**config.mk**
```make
export PLATFORM = sky130hd
export DESIGN_NAME = pe_feeder
export DESIGN_NICKNAME = d
export VERILOG_FILES = /design/src/rtl/pe_feeder.sv
export SDC_FILE = /design/constraint.sdc
export NUM_CORES = 1
export LEC_CHECK = 0
export CAP_MARGIN = 20
export CORE_ASPECT_RATIO = 0.7
export CORE_MARGIN = 4
export CORE_UTILIZATION = 38
export CTS_BUF_LIST = sky130_fd_sc_hd__clkbuf_8
export DETAILED_ROUTE_END_ITERATION = 10
export HOLD_SLACK_MARGIN = 0.05
export SLEW_MARGIN = 30
export SYNTH_ARGS = -nofsm -noshare
export SYNTH_HDL_FRONTEND = slang
export SYNTH_SLANG_ARGS = --single-unit
```
**constraint.sdc**
```tcl
create_clock -name clk -period 5 [get_ports clk]
set_input_delay 1 -clock clk [delete_from_list [all_inputs] [get_ports clk]]
set_output_delay 1 -clock clk [all_outputs]
set_load 0.03 [all_outputs]
```
**src/rtl/pe_feeder.sv**
```systemverilog
// rtl/pe_feeder.sv - weight/input vector buffer that streams both vectors to a downstream PE
//
// Loads two VEC_LEN-word vectors (weights, inputs) through a valid/ready port,
// then on start plays them out to a PE: one PE-reset cycle, VEC_LEN weight
// cycles, GAP idle cycles, VEC_LEN input cycles, and a one-cycle done pulse.
//
// Ports:
//   clk       rising-edge clock
//   reset     synchronous active-low reset
//   s_valid   load word valid
//   s_ready   load word accepted this cycle (combinational)
//   s_kind    target buffer: 0 = weight, 1 = input
//   s_data    signed load word
//   start     request to stream both buffers (needs both buffers full)
//   busy      streaming run in progress
//   done      one-cycle pulse at the end of a run
//   pe_reset  active-high reset to the PE
//   pe_w      sign-extended weight stream
//   pe_in     sign-extended input stream
module pe_feeder #(
  parameter int DATA_W  = 8,
  parameter int VEC_LEN = 32,
  parameter int PE_W    = 16,
  parameter int GAP     = 1
) (
  input  logic              clk,
  input  logic              reset,
  input  logic              s_valid,
  output logic              s_ready,
  input  logic              s_kind,
  input  logic [DATA_W-1:0] s_data,
  input  logic              start,
  output logic              busy,
  output logic              done,
  output logic              pe_reset,
  output logic [PE_W-1:0]   pe_w,
  output logic [PE_W-1:0]   pe_in
);

  localparam int AW = (VEC_LEN > 1) ? $clog2(VEC_LEN) : 1;
  localparam int CW = $clog2(VEC_LEN + 1);
  localparam logic [AW-1:0] K_LAST = AW'(VEC_LEN - 1);
  localparam logic [CW-1:0] FULL   = CW'(VEC_LEN);
  localparam logic [3:0]    G_LAST = (GAP == 0) ? 4'd0 : 4'(GAP - 1);

  typedef enum logic [2:0] {IDLE, CLR, WGT, GAPS, INP, DONE} state_t;

  logic [DATA_W-1:0] wbuf [VEC_LEN];
  logic [DATA_W-1:0] ibuf [VEC_LEN];
  logic [CW-1:0]     wcnt, icnt;
  logic              w_full, i_full, wr;

  state_t            state, state_n;
  logic [AW-1:0]     k, k_n;
  logic [3:0]        g, g_n;
  logic              busy_n, done_n, pe_reset_n;
  logic [PE_W-1:0]   pe_w_n, pe_in_n;

  function automatic logic [PE_W-1:0] sext(input logic [DATA_W-1:0] d);
    return {{(PE_W-DATA_W){d[DATA_W-1]}}, d};
  endfunction

  assign w_full  = (wcnt == FULL);
  assign i_full  = (icnt == FULL);
  assign s_ready = (state == IDLE) && (s_kind ? !i_full : !w_full);
  assign wr      = s_valid && s_ready;

  always_ff @(posedge clk) begin
    if (reset && wr) begin
      if (s_kind) ibuf[icnt[AW-1:0]] <= s_data;
      else        wbuf[wcnt[AW-1:0]] <= s_data;
    end
  end

  always_ff @(posedge clk) begin
    if (!reset || state == DONE) begin
      wcnt <= '0;
      icnt <= '0;
    end else if (wr) begin
      if (s_kind) icnt <= icnt + CW'(1);
      else        wcnt <= wcnt + CW'(1);
    end
  end

  // Outputs are computed for the state being entered and registered with it,
  // so each stream word appears in the same cycle as the state that owns it.
  always_comb begin
    state_n    = state;
    k_n        = k;
    g_n        = g;
    done_n     = 1'b0;
    pe_reset_n = 1'b0;
    pe_w_n     = '0;
    pe_in_n    = '0;
    case (state)
      IDLE: begin
        if (start && w_full && i_full) begin
          state_n    = CLR;
          pe_reset_n = 1'b1;
        end
      end
      CLR: begin
        state_n = WGT;
        k_n     = '0;
        pe_w_n  = sext(wbuf[0]);
      end
      WGT: begin
        if (k == K_LAST) begin
          k_n = '0;
          g_n = '0;
          if (GAP == 0) begin
            state_n = INP;
            pe_in_n = sext(ibuf[0]);
          end else begin
            state_n = GAPS;
          end
        end else begin
          k_n    = k + AW'(1);
          pe_w_n = sext(wbuf[k + AW'(1)]);
        end
      end
      GAPS: begin
        if (g == G_LAST) begin
          state_n = INP;
          pe_in_n = sext(ibuf[0]);
        end else begin
          g_n = g + 4'd1;
        end
      end
      INP: begin
        if (k == K_LAST) begin
          state_n = DONE;
          done_n  = 1'b1;
        end else begin
          k_n     = k + AW'(1);
          pe_in_n = sext(ibuf[k + AW'(1)]);
        end
      end
      DONE: state_n = IDLE;
      default: state_n = IDLE;
    endcase
    busy_n = (state_n != IDLE);
  end

  always_ff @(posedge clk) begin
    if (!reset) begin
      state    <= IDLE;
      k        <= '0;
      g        <= '0;
      busy     <= 1'b0;
      done     <= 1'b0;
      pe_reset <= 1'b1;
      pe_w     <= '0;
      pe_in    <= '0;
    end else begin
      state    <= state_n;
      k        <= k_n;
      g        <= g_n;
      busy     <= busy_n;
      done     <= done_n;
      pe_reset <= pe_reset_n;
      pe_w     <= pe_w_n;
      pe_in    <= pe_in_n;
    end
  end

endmodule

```
==> summary by stage <==
Finish
The final standard cell area without fillers is 0.02505 mm². The number of filler cells placed in the layout is 4976. Compared with the post-synthesis result, the final layout area differs by 13.10%. The total inserted antenna cells is 0. Once layout is complete, the cells apart from fillers number 2164. Cells with a size suffix above 1 make up 21.00% of the layout.

For this run, the post-layout net count is 1372.

Pwr
The net switching fraction of the power is 21.10%. VDD sags by at most 0.0001626 V. The net switching power is 1829 µW.

The clock group share of total power is 39.9%. For this design the ratio of total power to cell area is 346.0 mW/mm². The internal power of the cells totals 6838 µW. The part of the total power dissipated in combinational logic is 1.5%. The cell leakage power is 0.007790 µW.

The fraction of power consumed by sequential logic is 58.6%. The total power is 8667 µW.

Synth
By area the synthesized netlist is led by sky130_fd_sc_hd__edfxtp_1, sky130_fd_sc_hd__mux4_2, sky130_fd_sc_hd__dfxtp_1. For this run, the register share of the synthesized area comes to 73.31%. The number of flip-flops and latches in the synthesized netlist is 555. The number of warnings reported in the yosys synthesis log is 0. The number of nets handed over by synthesis was 1262. The fraction of post-synthesis cell area in the top cell type by area is 69.42%.

The library cell occupying the most area in the post-synthesis netlist is sky130_fd_sc_hd__edfxtp_1. The most used flip-flop cell after synthesis is sky130_fd_sc_hd__edfxtp_1. The count of mapped cells out of synthesis is 1237. The most repeated cell in the gate-level netlist after synthesis is sky130_fd_sc_hd__edfxtp_1. Counting flops with a built-in enable in the synthesized netlist gives 512.

The combined area of all synthesized cells is 0.02215 mm². The commonest cells after synthesis are sky130_fd_sc_hd__edfxtp_1, sky130_fd_sc_hd__mux4_2, sky130_fd_sc_hd__nor2_1. Yosys mapped the design onto 62 distinct sky130hd cell types. For this run, asynchronously set or reset flops after synthesis account for 0%.

The average instance in the mapped netlist occupies 17.90 µm².

Setup path
For flop-to-flop paths, the worst setup slack is 1580 ps. The critical path startpoint is state[1]. STA puts the critical path data arrival time at 3290 ps.

The type of the setup path with the least slack is flop to output pin. Measured in cells, the most critical reg-to-reg path has a length of 8. For this run, the slowest stage of the critical path takes 880 ps. STA classifies the critical path endpoint as an output pin. The largest individual stage delay along the critical path comes from the cell sky130_fd_sc_hd__nor3_1. The most critical setup path has its endpoint at s_ready. The source of the worst register-to-register timing path is k[0]. Walking the worst path, the cells encountered are nor3_1, a21boi_0, clkdlybuf4s50_1. The end of the worst register-to-register path is pe_w[6]. The critical path launch point type is a flop.

The largest fanout on the critical path is 17. For the worst setup path, the data required time is 4000 ps.

Status
The flow ran to the end, and the final reports show no timing, DRC or antenna violations.

STA
The hold violation count in the final report is 0. The relative max-transition margin is 33.58%. The total count of max-transition violations in the final report is 0. On the final layout, the worst hold slack is 520.1 ps. Adding up every negative setup slack in the final design gives 0 ps. The transition at the pin with the smallest max-transition slack is 988.8 ps. For the final database, setup skew stands at 24.12 ps. The final period demand of the worst path is 4286 ps.

The final critical path takes up 85.72% of the cycle. Setup repair after global routing left no endpoint under its margin. Setup violations remaining at the end of the flow were counted as 0.

The fmax is 0.2333 GHz.

Floorplan
The die outline area is 0.06227 mm². The width of the die is 296.5 µm. The floorplan has 73 rows. Once the floorplan was initialized, standard cells occupied 38.73% of the core. The total area inside the core boundary comes to 0.05718 mm². The overall die height is 210.0 µm.

The I/O pin count is 49.

Route
The ratio of routed vias to standard cells is 5.527. The wire length reported by the detailed router is 53.89 mm. The final antenna-violating net count is 0. The routed wirelength normalized by instance count is 24.90 µm. The first TritonRoute pass finished after 6 iterations. For this run, design rule violations remaining after detail routing come to 0.

The detailed router finished its first iteration with 1416 violations. The routed layout has 11960 vias.

Job
Max-cap violations in this run came to 0.

Global routing
Global routing finished with a remaining overflow of 0. Global routing used 17.42% of the available tracks. The number of global-route vias before repair is 11710.

The number of antenna violations at the first check in global routing was 1. The first global-routing pass estimated 79.21 mm of wire. Entering global routing, the biggest net connects 100 pins.

Clock network
The clock net in this run drives a total of 555 sinks. The hold buffer count at cts is 0. The number of buffers on the longest clock path is 3. The H-tree generated during clock tree synthesis spans 3 levels. The clock tree from TritonCTS is done.

The total CTS buffers is 83. After clock tree synthesis, the clock-pin slew on the worst setup and hold paths is 70 ps. CTS placed an instance of sky130_fd_sc_hd__clkbuf_8 at the clock tree root.

The number of buffers inserted to repair setup after CTS is 0. The number of gates resized after CTS was 0. At the later pin of the worst-skew pair, clock insertion delay measures 650 ps.

Min path
In this run the worst hold path is classified as flop to flop.

Place
The global placer's final weighted congestion is 0.8052. Detailed placement finished with a half-perimeter wire length of 34.14 mm. The placement-stage cell area is 0.02352 mm². In this run, placement finished with an instance count of 2012.

Input and output buffers added on the ports amount to 48.
-- per-stage QoR --
step | util, % | setup WS (ps)
2_1_floorplan | - | 2176
4_1_cts | 43.81 | 730.8
3_3_place_gp | 41.14 | 1052
3_5_place_dp | 41.14 | 1049
5_1_grt | 43.81 | 530.4
6_report | 43.81 | 713.9
-- power groups by stage --
stage          clock, µW  combinational, µW  sequential [µW]
6_report            3460                129             5080
3_3_place_gp           0                128             5180
2_1_floorplan          0               26.4             5180
3_5_place_dp           0                132             5180
5_1_grt             3770                140             5080
4_1_cts             3540                131             5080
-- registers in the layout, summed over array words and instances (netlist names) --
name,count
k,5
icnt,6
pe_reset,1
wbuf,256
state,3
pe_in,8
pe_w,8
wcnt,6
ibuf,256
g,4
done,1
busy,1
-- worst max-delay path, delay by kind of cell (launching register included) --
family                 cells  cell delay, ps
AND/OR/NAND/NOR            1             880
buffers and inverters      1             780
AO/OA/AOI/OAI              1             520
flip-flops                 1             480
-- final cells by class --
type                       instances  area, µm²  area share [%]
multi-input combinational        588       5384           21.49
sequential                       555      16240           64.83
clock buffer                      89       1225           4.890
timing repair buffer             105      905.9           3.617
tap                              750      938.4           3.746
inverter                          14      52.55          0.2098
clock inverter                    63      302.8           1.209
-- placed cells by master, fill, tap and decap left out, types with 7 or more instances in the layout --
cell / instances
sky130_fd_sc_hd__edfxtp_1: 512
sky130_fd_sc_hd__mux4_2: 105
sky130_fd_sc_hd__nor2_1: 101
sky130_fd_sc_hd__nand2_1: 92
sky130_fd_sc_hd__clkbuf_8: 89
sky130_fd_sc_hd__buf_4: 54
sky130_fd_sc_hd__inv_1: 48
sky130_fd_sc_hd__nand3_1: 45
sky130_fd_sc_hd__dfxtp_1: 42
sky130_fd_sc_hd__clkdlybuf4s50_1: 40
sky130_fd_sc_hd__mux2i_1: 39
sky130_fd_sc_hd__clkinv_1: 18
sky130_fd_sc_hd__a32oi_1: 17
sky130_fd_sc_hd__a21oi_1: 15
sky130_fd_sc_hd__mux2_2: 12
sky130_fd_sc_hd__a221oi_1: 12
sky130_fd_sc_hd__nand4_1: 12
sky130_fd_sc_hd__ha_1: 11
sky130_fd_sc_hd__nor3_1: 10
sky130_fd_sc_hd__or3_1: 8
sky130_fd_sc_hd__a211oi_1: 8
sky130_fd_sc_hd__o31ai_1: 8
sky130_fd_sc_hd__clkinv_2: 8
sky130_fd_sc_hd__buf_2: 8
sky130_fd_sc_hd__nor2b_1: 7
sky130_fd_sc_hd__xor2_1: 7
sky130_fd_sc_hd__nand2b_1: 7
-- layer usage --
| metal | up-vias | global-route usage [%] | part of all wire (%) |
|---|---|---|---|
| met2 | 536 | 22.77 | 40 |
| met3 | 70 | 7.089 | 12 |
| met4 | 2 | 3.640 | 1.3 |
| li1 | 5135 | - | - |
| met1 | 6218 | 27.14 | 47 |
| met5 | - | 0 | 0.024 |
-- worst min path at each step --
stage	cells after the start	slack [ps]	to	startpoint
6_report	2	520	g[3]	g[3]
5_1_grt	2	540	g[3]	g[3]
4_1_cts	2	510	pe_w[14]	wbuf[0][7]
3_5_place_dp	2	500	pe_w[14]	wbuf[0][7]
3_3_place_gp	2	500	pe_w[14]	wbuf[0][7]
2_1_floorplan	2	440	pe_w[2]	wbuf[0][2]
-- cells by family after synthesis --
family,share of synthesized area (%)
AOI/OAI and AO/OA,3.220
xor gates and xnor gates,0.5932
adders and majority gates,0.6779
buffers and inverters,2.554
DFF,73.31
muxes,13.10
and+or+nand+nor,6.542
(Power assumes the default switching activity.)
